<file path="src/rtl/instr_encoder_if.sv">
// ----------------------------------------------------------------------------
// instr_encoder_if
//   Bundles the request side and instruction side handshakes of the
//   instr_encoder block.
//
//   Request channel (producer -> encoder):
//     req_valid, req_op[3:0], req_imm, req_dr[2:0], req_sr1[2:0],
//     req_sr2[2:0], req_immval[4:0]; req_ready flows back.
//   Instruction channel (encoder -> consumer):
//     instr_valid, instr[15:0]; instr_ready flows back.
//   Status (encoder -> observer):
//     level[CNT_W-1:0], err, err_count[7:0]
//
//   Modports:
//     master - the request producer / instruction consumer side
//     slave  - the encoder itself
// ----------------------------------------------------------------------------
interface instr_encoder_if #(
    parameter int CNT_W = 3
);
    logic             req_valid;
    logic             req_ready;
    logic [3:0]       req_op;
    logic             req_imm;
    logic [2:0]       req_dr;
    logic [2:0]       req_sr1;
    logic [2:0]       req_sr2;
    logic [4:0]       req_immval;

    logic             instr_valid;
    logic             instr_ready;
    logic [15:0]      instr;

    logic [CNT_W-1:0] level;
    logic             err;
    logic [7:0]       err_count;

    modport master (
        output req_valid, req_op, req_imm, req_dr, req_sr1, req_sr2, req_immval,
        input  req_ready,
        input  instr_valid, instr,
        output instr_ready,
        input  level, err, err_count
    );

    modport slave (
        input  req_valid, req_op, req_imm, req_dr, req_sr1, req_sr2, req_immval,
        output req_ready,
        output instr_valid, instr,
        input  instr_ready,
        output level, err, err_count
    );
endinterface

</file>
<file path="src/rtl/instr_encoder.sv">
// ----------------------------------------------------------------------------
// instr_encoder
//   Turns ALU-op requests into 16-bit LC3 ALU instruction words (ADD, AND,
//   NOT, MUL, SL, SR) and buffers them in a DEPTH-entry FIFO.
//
//   Ports:
//     clk    - rising-edge clock
//     rst_n  - asynchronous, active-low reset
//     bus    - instr_encoder_if.slave: request handshake in, instruction
//              handshake out, plus level / err / err_count status.
//
//   Illegal requests (unknown op, or SL/SR with the immediate flag) are
//   accepted but dropped; they raise err for one cycle and bump a saturating
//   counter. All outputs are driven straight from flops, so there is no
//   combinational path from instr_ready to req_ready.
// ----------------------------------------------------------------------------
module instr_encoder #(
    parameter int DEPTH = 4,
    parameter int CNT_W = 3
) (
    input  logic                  clk,
    input  logic                  rst_n,
    instr_encoder_if.slave        bus
);
    localparam int PTR_W = $clog2(DEPTH);

    // Request op codes as seen on req_op.
    localparam logic [3:0] OP_ADD = 4'b0000;
    localparam logic [3:0] OP_AND = 4'b0001;
    localparam logic [3:0] OP_NOT = 4'b0100;
    localparam logic [3:0] OP_MUL = 4'b0101;
    localparam logic [3:0] OP_SL  = 4'b0110;
    localparam logic [3:0] OP_SR  = 4'b0111;

    logic [15:0]      mem_q [DEPTH];
    logic [PTR_W-1:0] wr_ptr_q, wr_ptr_d;
    logic [PTR_W-1:0] rd_ptr_q, rd_ptr_d;
    logic [PTR_W-1:0] head_idx;
    logic [CNT_W-1:0] level_q, level_d;
    logic [15:0]      instr_q, instr_d;
    logic             instr_valid_q, instr_valid_d;
    logic             req_ready_q, req_ready_d;
    logic             err_q, err_d;
    logic [7:0]       err_count_q, err_count_d;

    logic             legal;
    logic [15:0]      enc_word;
    logic             accept;
    logic             push;
    logic             pop;

    // ------------------------------------------------------------------
    // Encoder
    // ------------------------------------------------------------------
    // NOTE: every always_comb output gets a default first so no path can
    // leave it unassigned and infer a latch.
    always_comb begin
        legal    = 1'b1;
        enc_word = 16'h0000;
        unique case (bus.req_op)
            OP_ADD: enc_word = bus.req_imm
                ? {4'b0001, bus.req_dr, bus.req_sr1, 1'b1, bus.req_immval}
                : {4'b0001, bus.req_dr, bus.req_sr1, 3'b000, bus.req_sr2};
            OP_AND: enc_word = bus.req_imm
                ? {4'b0101, bus.req_dr, bus.req_sr1, 1'b1, bus.req_immval}
                : {4'b0101, bus.req_dr, bus.req_sr1, 3'b000, bus.req_sr2};
            OP_NOT: enc_word = {4'b1001, bus.req_dr, bus.req_sr1, 6'b111111};
            OP_MUL: enc_word = bus.req_imm
                ? {4'b1101, bus.req_dr, bus.req_sr1, 3'b100, bus.req_immval[2:0]}
                : {4'b1101, bus.req_dr, bus.req_sr1, 3'b000, bus.req_sr2};
            OP_SL: begin
                legal    = ~bus.req_imm;
                enc_word = {4'b1101, bus.req_dr, bus.req_sr1, 3'b010, bus.req_sr2};
            end
            OP_SR: begin
                legal    = ~bus.req_imm;
                enc_word = {4'b1101, bus.req_dr, bus.req_sr1, 3'b001, bus.req_sr2};
            end
            default: legal = 1'b0;
        endcase
    end

    // ------------------------------------------------------------------
    // FIFO control and next-state
    // ------------------------------------------------------------------
    always_comb begin
        accept = bus.req_valid & req_ready_q;
        push   = accept & legal;
        pop    = instr_valid_q & bus.instr_ready;

        wr_ptr_d = push ? wr_ptr_q + PTR_W'(1) : wr_ptr_q;
        rd_ptr_d = pop  ? rd_ptr_q + PTR_W'(1) : rd_ptr_q;

        level_d = level_q;
        if (push && !pop) begin
            level_d = level_q + CNT_W'(1);
        end else if (pop && !push) begin
            level_d = level_q - CNT_W'(1);
        end

        // The head register is preloaded with whatever will sit at the head
        // after this cycle. When that slot is being written right now (FIFO
        // empty, or draining its last word while a new one arrives) the
        // memory does not hold it yet, so bypass the encoder output.
        head_idx = rd_ptr_d;
        instr_d  = instr_q;
        if (level_d != '0) begin
            instr_d = (push && head_idx == wr_ptr_q) ? enc_word : mem_q[head_idx];
        end

        instr_valid_d = (level_d != '0);
        req_ready_d   = (level_d != CNT_W'(DEPTH));

        err_d       = accept & ~legal;
        err_count_d = (err_d && err_count_q != 8'hFF) ? err_count_q + 8'd1 : err_count_q;
    end

    // ------------------------------------------------------------------
    // Registers
    // ------------------------------------------------------------------
    // NOTE: sequential state uses non-blocking assignments so every flop
    // samples pre-edge values regardless of statement order.
    always_ff @(posedge clk or negedge rst_n) begin
        if (!rst_n) begin
            wr_ptr_q      <= '0;
            rd_ptr_q      <= '0;
            level_q       <= '0;
            instr_q       <= 16'h0000;
            instr_valid_q <= 1'b0;
            req_ready_q   <= 1'b0;
            err_q         <= 1'b0;
            err_count_q   <= 8'h00;
        end else begin
            wr_ptr_q      <= wr_ptr_d;
            rd_ptr_q      <= rd_ptr_d;
            level_q       <= level_d;
            instr_q       <= instr_d;
            instr_valid_q <= instr_valid_d;
            req_ready_q   <= req_ready_d;
            err_q         <= err_d;
            err_count_q   <= err_count_d;
        end
    end

    // NOTE: the storage array is deliberately not reset; the pointers and
    // level already mark every slot empty, so its contents are never read
    // before being written.
    always_ff @(posedge clk) begin
        if (push) begin
            mem_q[wr_ptr_q] <= enc_word;
        end
    end

    assign bus.req_ready   = req_ready_q;
    assign bus.instr_valid = instr_valid_q;
    assign bus.instr       = instr_q;
    assign bus.level       = level_q;
    assign bus.err         = err_q;
    assign bus.err_count   = err_count_q;
endmodule

</file>
<file path="src/flat_wrapper.sv">
// flat-port wrapper written by rule: the top's interface ports become plain ports
module instr_encoder_flat 
#(
    parameter int DEPTH = 4,
    parameter int CNT_W = 3
)
  (clk, rst_n, bus_req_valid, bus_req_op, bus_req_imm, bus_req_dr, bus_req_sr1, bus_req_sr2, bus_req_immval, bus_req_ready, bus_instr_valid, bus_instr, bus_instr_ready, bus_level, bus_err, bus_err_count);
  instr_encoder_if #(.CNT_W(CNT_W)) bus_i ();
  input  logic clk;
  input  logic rst_n;
  input wire logic [$bits(bus_i.req_valid)-1:0] bus_req_valid;
  input wire logic [$bits(bus_i.req_op)-1:0] bus_req_op;
  input wire logic [$bits(bus_i.req_imm)-1:0] bus_req_imm;
  input wire logic [$bits(bus_i.req_dr)-1:0] bus_req_dr;
  input wire logic [$bits(bus_i.req_sr1)-1:0] bus_req_sr1;
  input wire logic [$bits(bus_i.req_sr2)-1:0] bus_req_sr2;
  input wire logic [$bits(bus_i.req_immval)-1:0] bus_req_immval;
  output wire logic [$bits(bus_i.req_ready)-1:0] bus_req_ready;
  output wire logic [$bits(bus_i.instr_valid)-1:0] bus_instr_valid;
  output wire logic [$bits(bus_i.instr)-1:0] bus_instr;
  input wire logic [$bits(bus_i.instr_ready)-1:0] bus_instr_ready;
  output wire logic [$bits(bus_i.level)-1:0] bus_level;
  output wire logic [$bits(bus_i.err)-1:0] bus_err;
  output wire logic [$bits(bus_i.err_count)-1:0] bus_err_count;
  assign bus_i.req_valid = bus_req_valid;
  assign bus_i.req_op = bus_req_op;
  assign bus_i.req_imm = bus_req_imm;
  assign bus_i.req_dr = bus_req_dr;
  assign bus_i.req_sr1 = bus_req_sr1;
  assign bus_i.req_sr2 = bus_req_sr2;
  assign bus_i.req_immval = bus_req_immval;
  assign bus_req_ready = bus_i.req_ready;
  assign bus_instr_valid = bus_i.instr_valid;
  assign bus_instr = bus_i.instr;
  assign bus_i.instr_ready = bus_instr_ready;
  assign bus_level = bus_i.level;
  assign bus_err = bus_i.err;
  assign bus_err_count = bus_i.err_count;
  instr_encoder #(.DEPTH(DEPTH), .CNT_W(CNT_W)) u_core (.clk(clk), .rst_n(rst_n), .bus(bus_i));
endmodule
</file>
<file path="config.mk">
export PLATFORM = sky130hd
export DESIGN_NAME = instr_encoder_flat
export DESIGN_NICKNAME = d
export VERILOG_FILES = /design/src/rtl/instr_encoder_if.sv /design/src/rtl/instr_encoder.sv /design/src/flat_wrapper.sv
export SDC_FILE = /design/constraint.sdc
export NUM_CORES = 1
export LEC_CHECK = 0
export ABC_AREA = 1
export CAP_MARGIN = 5
export CORE_ASPECT_RATIO = 0.9
export CORE_UTILIZATION = 45
export DETAILED_ROUTE_END_ITERATION = 12
export PLACE_DENSITY = 0.68
export SETUP_SLACK_MARGIN = 0.4
export SLEW_MARGIN = 20
export SYNTH_ARGS = -nofsm -noshare
export SYNTH_HDL_FRONTEND = slang
export SYNTH_SLANG_ARGS = --single-unit
</file>
<file path="constraint.sdc">
create_clock -name clk -period 5.2 [get_ports clk]
set_clock_uncertainty 0.2 [all_clocks]
set_input_delay 1.04 -clock clk [delete_from_list [all_inputs] [get_ports clk]]
set_output_delay 1.04 -clock clk [all_outputs]
set_load 0.02 [all_outputs]
</file>
==> impl_summary.txt <==
----------------------------------------------------
[Run status]
  Run status ... finished clean

[Drt]
  Total DRC errors in the routed layout ... 0
  Average vias per placed instance ... 5.05
  Remaining antenna violation count after routing ... 0
  Count of vias placed by the detailed router ... 3209
  Post-detailed-route wirelength per cell ... 15.2 µm
  WL final ... 9650 µm
  Number of optimization iterations in the first detailed-route pass ... 4
  First DRT Iteration DRCs ... 150

[STA]
  Period minus WS final ... 3.20 ns
  Sum Neg Setup Slack ... 0 ns
  Max-Slew Margin vs Limit ... 56.9%
  Final number of setup-violating endpoints ... 0
  Highest achievable clock rate ... 0.313 GHz
  Worst hold-check slack ... 0.319 ns
  Slew at the pin closest to its max-slew limit ... 0.645 ns
  Slew Viols, Final ... 0
  Hold violation total from the final report ... 0
  Post-layout worst setup margin ... 2.00 ns
  Final critical-path share of the clock period ... 61.5%
  RSZ-0062 raised after global routing ... no

[Finish]
  Most common library cell in the layout ignoring fill and taps ... nand2_1
  Most used cells in the layout excluding fill and tap cells ... nand2_1, inv_1, edfxtp_1, clkdlybuf4s50_1, nand3_1
  Area used by multi-input combinational logic ... 0.00149 mm²
  Sequential cell area in the final layout ... 0.00263 mm²
  NumNets Final ... 535
  Share of final-layout standard cells stronger than drive strength 1 ... 10.0%
  Filler cell count ... 869
  Layout overhead on the synthesized area ... 17.7%
  Share of the core filled with cells in the final layout ... 54.2%
  Diode insertion count for antenna repair ... 0

[Clock network]
  Clk pin slew, worst setup/hold paths ... 0.09 ns
  Number of gates given a new drive strength after cts ... 0
  Setup repair bufs after CTS ... 0
  Clock Tree Root ... clkbuf_8
  CTS sink count ... 93
  Cts bufs inserted ... 9
  Clock tree buffer depth ... 2
  CTS tree ... done
  Number of levels the H-tree was split into ... 3
  Clock latency on the worst-skew pair ... 0.37 ns
  Number of hold buffers added after CTS ... 0

[Floorplan]
  Die Area ... 0.0103 mm²
  Vertical die dimension ... 96.3 µm
  Number of core rows ... 34
  Initial standard-cell utilization of the core ... 46.1%
  Floorplan die width ... 107 µm
  Placeable Area ... 0.00966 mm²
  Boundary pin count ... 53

[GRT]
  Via count of the first global-routing pass ... 3122
  Antenna violations before repair ... 0
  First-pass GRT wire length ... 15500 µm
  GRT Residual Overflow ... 0
  Largest net degree at the start of global routing ... 49
  GRT Overall Usage ... 20.6%

[Placed design]
  Gp weighted congestion ... 0.796
  Pre-CTS setup slack ... 1.59 ns
  I/O Buffers ... 51
  Half-perimeter wire length after placement ... 6610 µm

[Power]
  Power Dens Cells ... 549 mW/mm²
  Tot Pwr ... 2880 µW
  Maximum resistive drop on vdd ... 0.288 mV
  Leak Pwr ... 0.00233 µW

[Yosys]
  Adder-cell share of the synthesized area ... 1.97%
  Syn_nets ... 482
  Share of cell area taken by muxes after synthesis ... 0.253%
  Syn Std Cell Area ... 0.00445 mm²
  Area fraction in compound gates after synthesis ... 6.33%
  Parity-gate share of the synthesized area counting xor and xnor cells ... 1.38%
  Area share of the largest cell type after synthesis ... 40.5%
  EDFF count, synth ... 60
  Synthesis warning total ... 0
  Predominant post-synthesis flop cell ... edfxtp_1
  Combinational family with the most area after synthesis ... simple AND/OR/NAND/NOR gates
  Synthesized area per cell ... 9.84 µm²
  Post-synthesis sequential area ratio ... 59.1%
  Cell types with the largest area share after synthesis ... edfxtp_1, dfrtp_1, nand2_1
  Synth async-reset ratio ... 35.5%
  Count of unique library cells instantiated by Yosys ... 33
  Cell count after synthesis ... 452
  Post-synthesis cell type with the largest combined area ... edfxtp_1
  Post-synthesis share of cell area spent on and, or, nand and nor gates ... 23.5%
  #FFs+latches synth ... 93

[Worst setup path]
  Required arrival time at the worst endpoint ... 5.26 ns
  Crit Path Max Fanout ... 17
  Crit. End Element ... flop
  Delay contributed by the slowest stage of the critical path ... 0.47 ns
  CP Data Arrival Time ... 3.26 ns
  Cells along the critical path ... clkdlybuf4s50_1, nand2_2, inv_2, nand2_2, nand2_1, nand2_1, nand2_1, nand2_1, inv_2, nand2_2, nand2_1, nand2_1, nand2_1, nand2_1
  CP Class ... input port to flop
  Standard cell with the maximum stage delay on the critical path ... clkdlybuf4s50_1
  Buf+Inv Stages, Crit Path ... 3
  Critical path launch point type ... input port
  Most prevalent standard cell on the critical path ... nand2_1
  Reg2reg start ... u_core.bus.instr_valid$_DFF_PN0_
  Critical Path Source ... bus_instr_ready
  Crit-path leading delay family ... simple AND/OR/NAND/NOR gates

[Min path]
  Path type of the worst min-delay path ... flop to flop
  Critical hold path startpoint ... u_core.bus.instr[8]$_DFFE_PN0P_

[Run]
  Number of max-capacitance violations reported ... 0

----------------------------------------------------
-- tightest hold or removal path, cell delays in order (launching register included) --
cell     delay [ns]
dfrtp_1        0.35
nand3_1        0.08
nand2_1        0.06
-- flip-flops by register name, summed over array words and instances (netlist names) --
| name | flops |
|---|---|
| u_core.bus.req_ready | 1 |
| u_core.bus.err_count | 8 |
| u_core.mem_q | 60 |
| u_core.bus.err | 1 |
| u_core.bus.instr | 15 |
| u_core.bus.instr_valid | 1 |
| u_core.rd_ptr_q | 2 |
| u_core.wr_ptr_q | 2 |
| u_core.bus.level | 3 |
-- cell families after synthesis --
kind of cell    after synthesis
xor+xnor                      7
simple gates                225
mux                           1
fa+ha+maj                     7
flops                        93
buf+inv                      80
compound gates               38
other cells                   1
-- metrics by stage --
step	instances	area, µm²
2_1_floorplan	452	4450
3_3_place_gp	620	5070
3_5_place_dp	620	5070
4_1_cts	636	5240
5_1_grt	636	5240
6_report	636	5240
-- area by class of cell --
class                   count  share of cell area, %
clock inverters             6                  0.693
inverters                  65                   4.66
repair buffers             57                   10.6
flip-flops and latches     93                   50.2
well taps                 126                   3.01
multi-input cells         279                   28.4
clock buffers              10                   2.44
-- Yosys cell counts (2+ instances only) --
| master | count |
|---|---|
| inv_1 | 60 |
| nand2_4 | 5 |
| nand2_1 | 137 |
| o21ai_0 | 2 |
| a21oi_1 | 2 |
| nand3_1 | 38 |
| nand2_2 | 8 |
| xnor2_1 | 2 |
| ha_1 | 7 |
| edfxtp_1 | 60 |
| clkbuf_1 | 3 |
| dfrtp_1 | 33 |
| nand3_2 | 3 |
| o211ai_1 | 32 |
| buf_2 | 7 |
| or2_2 | 3 |
| nor2_1 | 19 |
| xor2_1 | 5 |
| inv_2 | 5 |
| nand4_1 | 5 |
| buf_4 | 4 |
-- power by group --
part	leakage, µW	internal (µW)	switching [µW]
combinational	0.00129	501	889
sequential	0.000946	952	107
clock	0.0000889	173	254
total	0.00233	1630	1250
-- path summary, 6_finish.rpt --
path	endpoint	slack (ns)	cells past startpoint
min in group asynchronous	u_core.bus.level[0]$_DFF_PN0_	0.87	2
worst max register to register	u_core.bus.instr[9]$_DFFE_PN0P_	2.76	13
worst min register to register	u_core.bus.instr[8]$_DFFE_PN0P_	0.32	2
worst max-delay path	u_core.bus.instr[9]$_DFFE_PN0P_	2.00	14
max in group asynchronous	u_core.bus.instr[0]$_DFFE_PN0P_	3.61	2
worst min-delay path	u_core.bus.instr[8]$_DFFE_PN0P_	0.32	2
-- layer usage --
metal | track usage, % | share of wire (%) | wire length, µm
met1 | 27.0 | 45 | 4350
met5 | 0 | 0 | 0
met3 | 4.67 | 3.6 | 351
met2 | 34.1 | 50 | 4790
met4 | 7.19 | 1.7 | 161
(Power assumes the default switching activity.)
==> patch 1, RTL diff (config.mk and constraints unchanged) <==
`DEPTH` is set to 4 in 2 places; all go to 16.
--- a/src/rtl/instr_encoder.sv
+++ b/src/rtl/instr_encoder.sv
@@ -16,5 +16,5 @@
 // ----------------------------------------------------------------------------
 module instr_encoder #(
-    parameter int DEPTH = 4,
+    parameter int DEPTH = 16,
     parameter int CNT_W = 3
 ) (
--- a/src/flat_wrapper.sv
+++ b/src/flat_wrapper.sv
@@ -2,5 +2,5 @@
 module instr_encoder_flat 
 #(
-    parameter int DEPTH = 4,
+    parameter int DEPTH = 16,
     parameter int CNT_W = 3
 )
Check against the original RTL: not equivalent (a bounded check fails within 4 cycles, from zero or initial values and one cycle with rst_n low).
==> patch 1 against the unedited design <==
- power increased to 2.7 times the old value
- worst setup slack got worse by 660 ps
- synthesized cell count increased to 2.7 times the old value
- routed wire length increased to 3.2 times the old value
- worst hold slack got worse by 31 ps
- register-to-register slack got worse by 860 ps
- synthesized area increased to 2.8 times the old value
- clock power increased to 4.7 times the old value
- first-iteration DRC count increased to 6.5 times the old value
- sequential cell count increased by 183
- cell area increased to 2.7 times the old value
- largest cell class unchanged
- largest power group unchanged
==> patch 1: results (changes against the unedited design) <==
Final layout
  • Signal buffers: 67 (+18%)
  • Final clock-cell share: 0.0639 (+0.0326)
  • Multi-input logic area: 0.00356 mm2 (+140%)
  • Seq area share: 0.564 (+0.0625)
  • Final nets: 1263 (+140%)
  • Count of clock buffers in the final design: 36 (+26)
  • Logic inverters: 182 (+180%)
  • Fill count: 2370 (+170%)
  • Buffer share of cell area: 0.0461 (-0.0599)
  • Largest register FFs: 240 (+300%)

Critical path
  • Worst path arrival time: 4120 ps (+860 ps)
  • CP Max Fanout: 52 (+35)

Synth
  • Asr flop ratio synth: 0.130 (-0.224)
  • Synth top area cells: edfxtp_1 57%, nand3_1 11%, dfrtp_1 7.2%, nand2_1 6.2%, nand3b_1 5.9%
  • Sequential area share after synthesis: 0.644 (+0.0535)
  • Synth Net Count: 1232 (+160%)

GRT
  • GRT met3 Usage: 0.0320 (-0.0148)
  • M1 GR Usage: 0.320 (+0.0498)
  • First-pass GRT wire length: 47500 um (+210%)
  • GR Layer Usage met2: 0.345 (+0.00456)
  • GRT Total Usage: 0.220 (+0.0133)

STA
  • Fin crit period: 3860 ps (+659 ps)
  • Worst hold slack: 288 ps (-31.1 ps)

Detailed routing
  • Via density: 5.47 (+8.4%)
  • DRT iter0 DRCs: 971 (+550%)

Placed design
  • HPWL Detailed: 18800 um (+180%)

Clock tree
  • TritonCTS Buffers: 28 (+19)
  • H-tree depth: 1 (-2)

Power and ir drop
  • Clock group share of total power: 0.256 (+0.107)
  • P_comb: 3.10 mW (+120%)

Min path
  • WHS Endpoint: u_core.bus.instr[10]$_DFFE_PN0P_

Outcome
  • Status: completed
[patch 1: cell types whose count changed in the layout (fill, tap and decap cells not counted), moves of 5 or more]
cell,before,now
buf_4,6,13
clkbuf_1,1,6
clkbuf_16,0,29
clkbuf_8,9,1
clkinv_1,1,7
edfxtp_1,60,240
inv_1,60,173
nand2_1,137,207
nand3_1,38,269
nand3b_1,1,99
nand4_1,5,16
nor2_2,1,14
o211ai_1,32,4
o21ai_0,2,8
[patch 1: cells by family after synthesis]
group                    share of synthesized area
AND/OR/NAND/NOR                              0.255
flip-flops                                   0.644
buffers and inverters                       0.0769
AO/OA/AOI/OAI                              0.00795
XOR/XNOR                                   0.00696
adder cells (fa/ha/maj)                    0.00795
other                                     0.000298
multiplexers                              0.000895
[patch 1: metrics by stage]
step,std cells,area [um2]
5_1_grt,1608,14400
2_1_floorplan,1201,12600
3_5_place_dp,1556,13500
6_report,1608,14400
3_3_place_gp,1556,13500
4_1_cts,1608,14400
==> patch 2, RTL diff (config.mk and constraints unchanged) <==
Without the edit above. Make the reset (`rst_n`) synchronous in one clocked block. Comments in the files are not updated.
--- a/src/rtl/instr_encoder.sv
+++ b/src/rtl/instr_encoder.sv
@@ -121,5 +121,5 @@
     // NOTE: sequential state uses non-blocking assignments so every flop
     // samples pre-edge values regardless of statement order.
-    always_ff @(posedge clk or negedge rst_n) begin
+    always_ff @(posedge clk) begin
         if (!rst_n) begin
             wr_ptr_q      <= '0;
Formal check against the unedited RTL: differs if rst_n is asserted again (counterexample within 4 cycles, from zero or initial values and one cycle with rst_n low); with rst_n held inactive, the same outputs for 10 cycles.
==> patch 2 against the unedited design <==
- first-iteration DRC count grew 32%
- routed wire length shrank 1.2%
- worst hold slack lost 33 ps
- combinational power shrank 38%
- power shrank 20%
- clock power grew 21%
- non-clock buffer count shrank 5
- largest cell class unchanged
- synthesized area shrank 0.34%
- maximum frequency shrank 8.4%
- cell area shrank 0.48%
- sequential cell count is the same
- sequential power shrank 14%
- sequential share of layout area shrank 2.9 points
- worst setup slack lost 290 ps
==> patch 2: results (changes against the unedited design) <==
Outcome
  • Status: completed

Critical path
  • Critical path's slowest cell: inv_1
  • Worst reg2reg path startpoint: u_core.bus.instr_valid$_SDFF_PN0_
  • Largest delay share family, worst path: simple AND/OR/NAND/NOR gates
  • Worst path arrival time: 3550 ps (+290 ps)
  • Slowest cell delay on critical path: 500 ps (+30 ps)
  • Worst R2R Setup Slack: 2500 ps (-260 ps)
  • Crit. Startpoint: bus_instr_ready
  • CP Max Fanout: 34 (+17)
  • Crit path to: u_core.bus.instr[11]$_SDFFE_PN0P_

GRT
  • GRT Total Usage: 0.206 (-0.000646)
  • Vias in the first global route: 3235 (+3.6%)
  • Total grt overflow: 0 (unchanged)
  • First-pass GRT wire length: 15900 um (+2.3%)
  • Largest net degree at the start of global routing: 35 (-29%)

Min path
  • WHS Endpoint: u_core.bus.instr[6]$_SDFFE_PN0P_
  • Hold Crit Start: u_core.bus.instr[6]$_SDFFE_PN0P_
  • Hold Crit Depth: 2 (unchanged)

Detailed routing
  • WL/cell: 14.0 um (-7.4%)
  • Via density: 4.94 (-2.1%)
  • DRT iter0 DRCs: 198 (+32%)

Final layout
  • Number of diodes: 0 (unchanged)
  • Layout cells sized above 1: 0.0826 (-0.0174)
  • Fill count: 866 (-0.35%)
  • Final nets: 582 (+8.8%)

Synth
  • Top cells by count, synth: 112 x nand2_1, 81 x nor2_1, 60 x edfxtp_1, 59 x inv_1, 37 x nand3_1
  • Asr flop ratio synth: 0 (-0.355)
  • Library cells used by synthesis: 31 (-6.1%)
  • Synth Net Count: 538 (+12%)
  • Synth top area cells: edfxtp_1 41%, dfxtp_1 15%, nand2_1 9.5%, nor2_1 6.9%, inv_1 5.0%
  • Sequential area share after synthesis: 0.555 (-0.0353)

Power and ir drop
  • Static Leak: 2.24 nW (-3.8%)
  • Peak VDD IR: 0.191 mV (-34%)

Clock tree
  • Clk root buf: clkbuf_8
  • Clk_lat worst skew: 360 ps

Placed design
  • HPWL Detailed: 6530 um (-1.2%)
  • Global placement routability congestion: 0.786 (-1.2%)

STA
  • Worst hold slack: 286 ps (-32.6 ps)
  • Headroom to the max-slew limit: 0.380 (-0.190)
-- patch 2: power breakdown --
| group | total [mW] | switching, mW | internal (mW) |
|---|---|---|---|
| Sequential | 0.911 | 0.0464 | 0.865 |
| Clock | 0.520 | 0.257 | 0.263 |
| Combinational | 0.860 | 0.547 | 0.313 |
| Total | 2.29 | 0.850 | 1.44 |
-- patch 2: layout make-up --
| class | instances | area share |
|---|---|---|
| Clock buffer | 13 | 0.0389 |
| Inverter | 62 | 0.0446 |
| Timing Repair Buffer | 52 | 0.0994 |
| Sequential cell | 93 | 0.472 |
| Multi-Input combinational cell | 334 | 0.312 |
| Tap cell | 122 | 0.0293 |
| Clock inverter | 3 | 0.00384 |
-- patch 2: kinds of logic after synthesis --
kind of cell,after synthesis,share of synthesized area
AO/OA/AOI/OAI,52,0.0618
XOR/XNOR,2,0.00395
adder cells (fa/ha/maj),7,0.0198
other,1,0.000846
buffers and inverters,81,0.0799
AND/OR/NAND/NOR,272,0.278
flip-flops,93,0.555
-- patch 2: metrics by stage --
stage,total power [mW],instance area (um2),utilization,instances,setup WS (ps)
finish,2.29,5210,0.559,679,1710
floorplan,1.55,4430,-,508,2390
global route,2.46,5210,0.559,679,1510
detailed placement,1.79,4990,0.535,663,1360
CTS,2.30,5210,0.559,679,1740
global placement,1.77,4990,0.535,663,1450
-- patch 2: routing by layer --
metal / GRT usage / part of all wire / vias up
met5: 0 / 0 / -
met4: 0.0742 / 0.014 / 0
met3: 0.0379 / 0.059 / 12
met2: 0.334 / 0.45 / 97
met1: 0.277 / 0.47 / 1515
li1: - / - / 1731
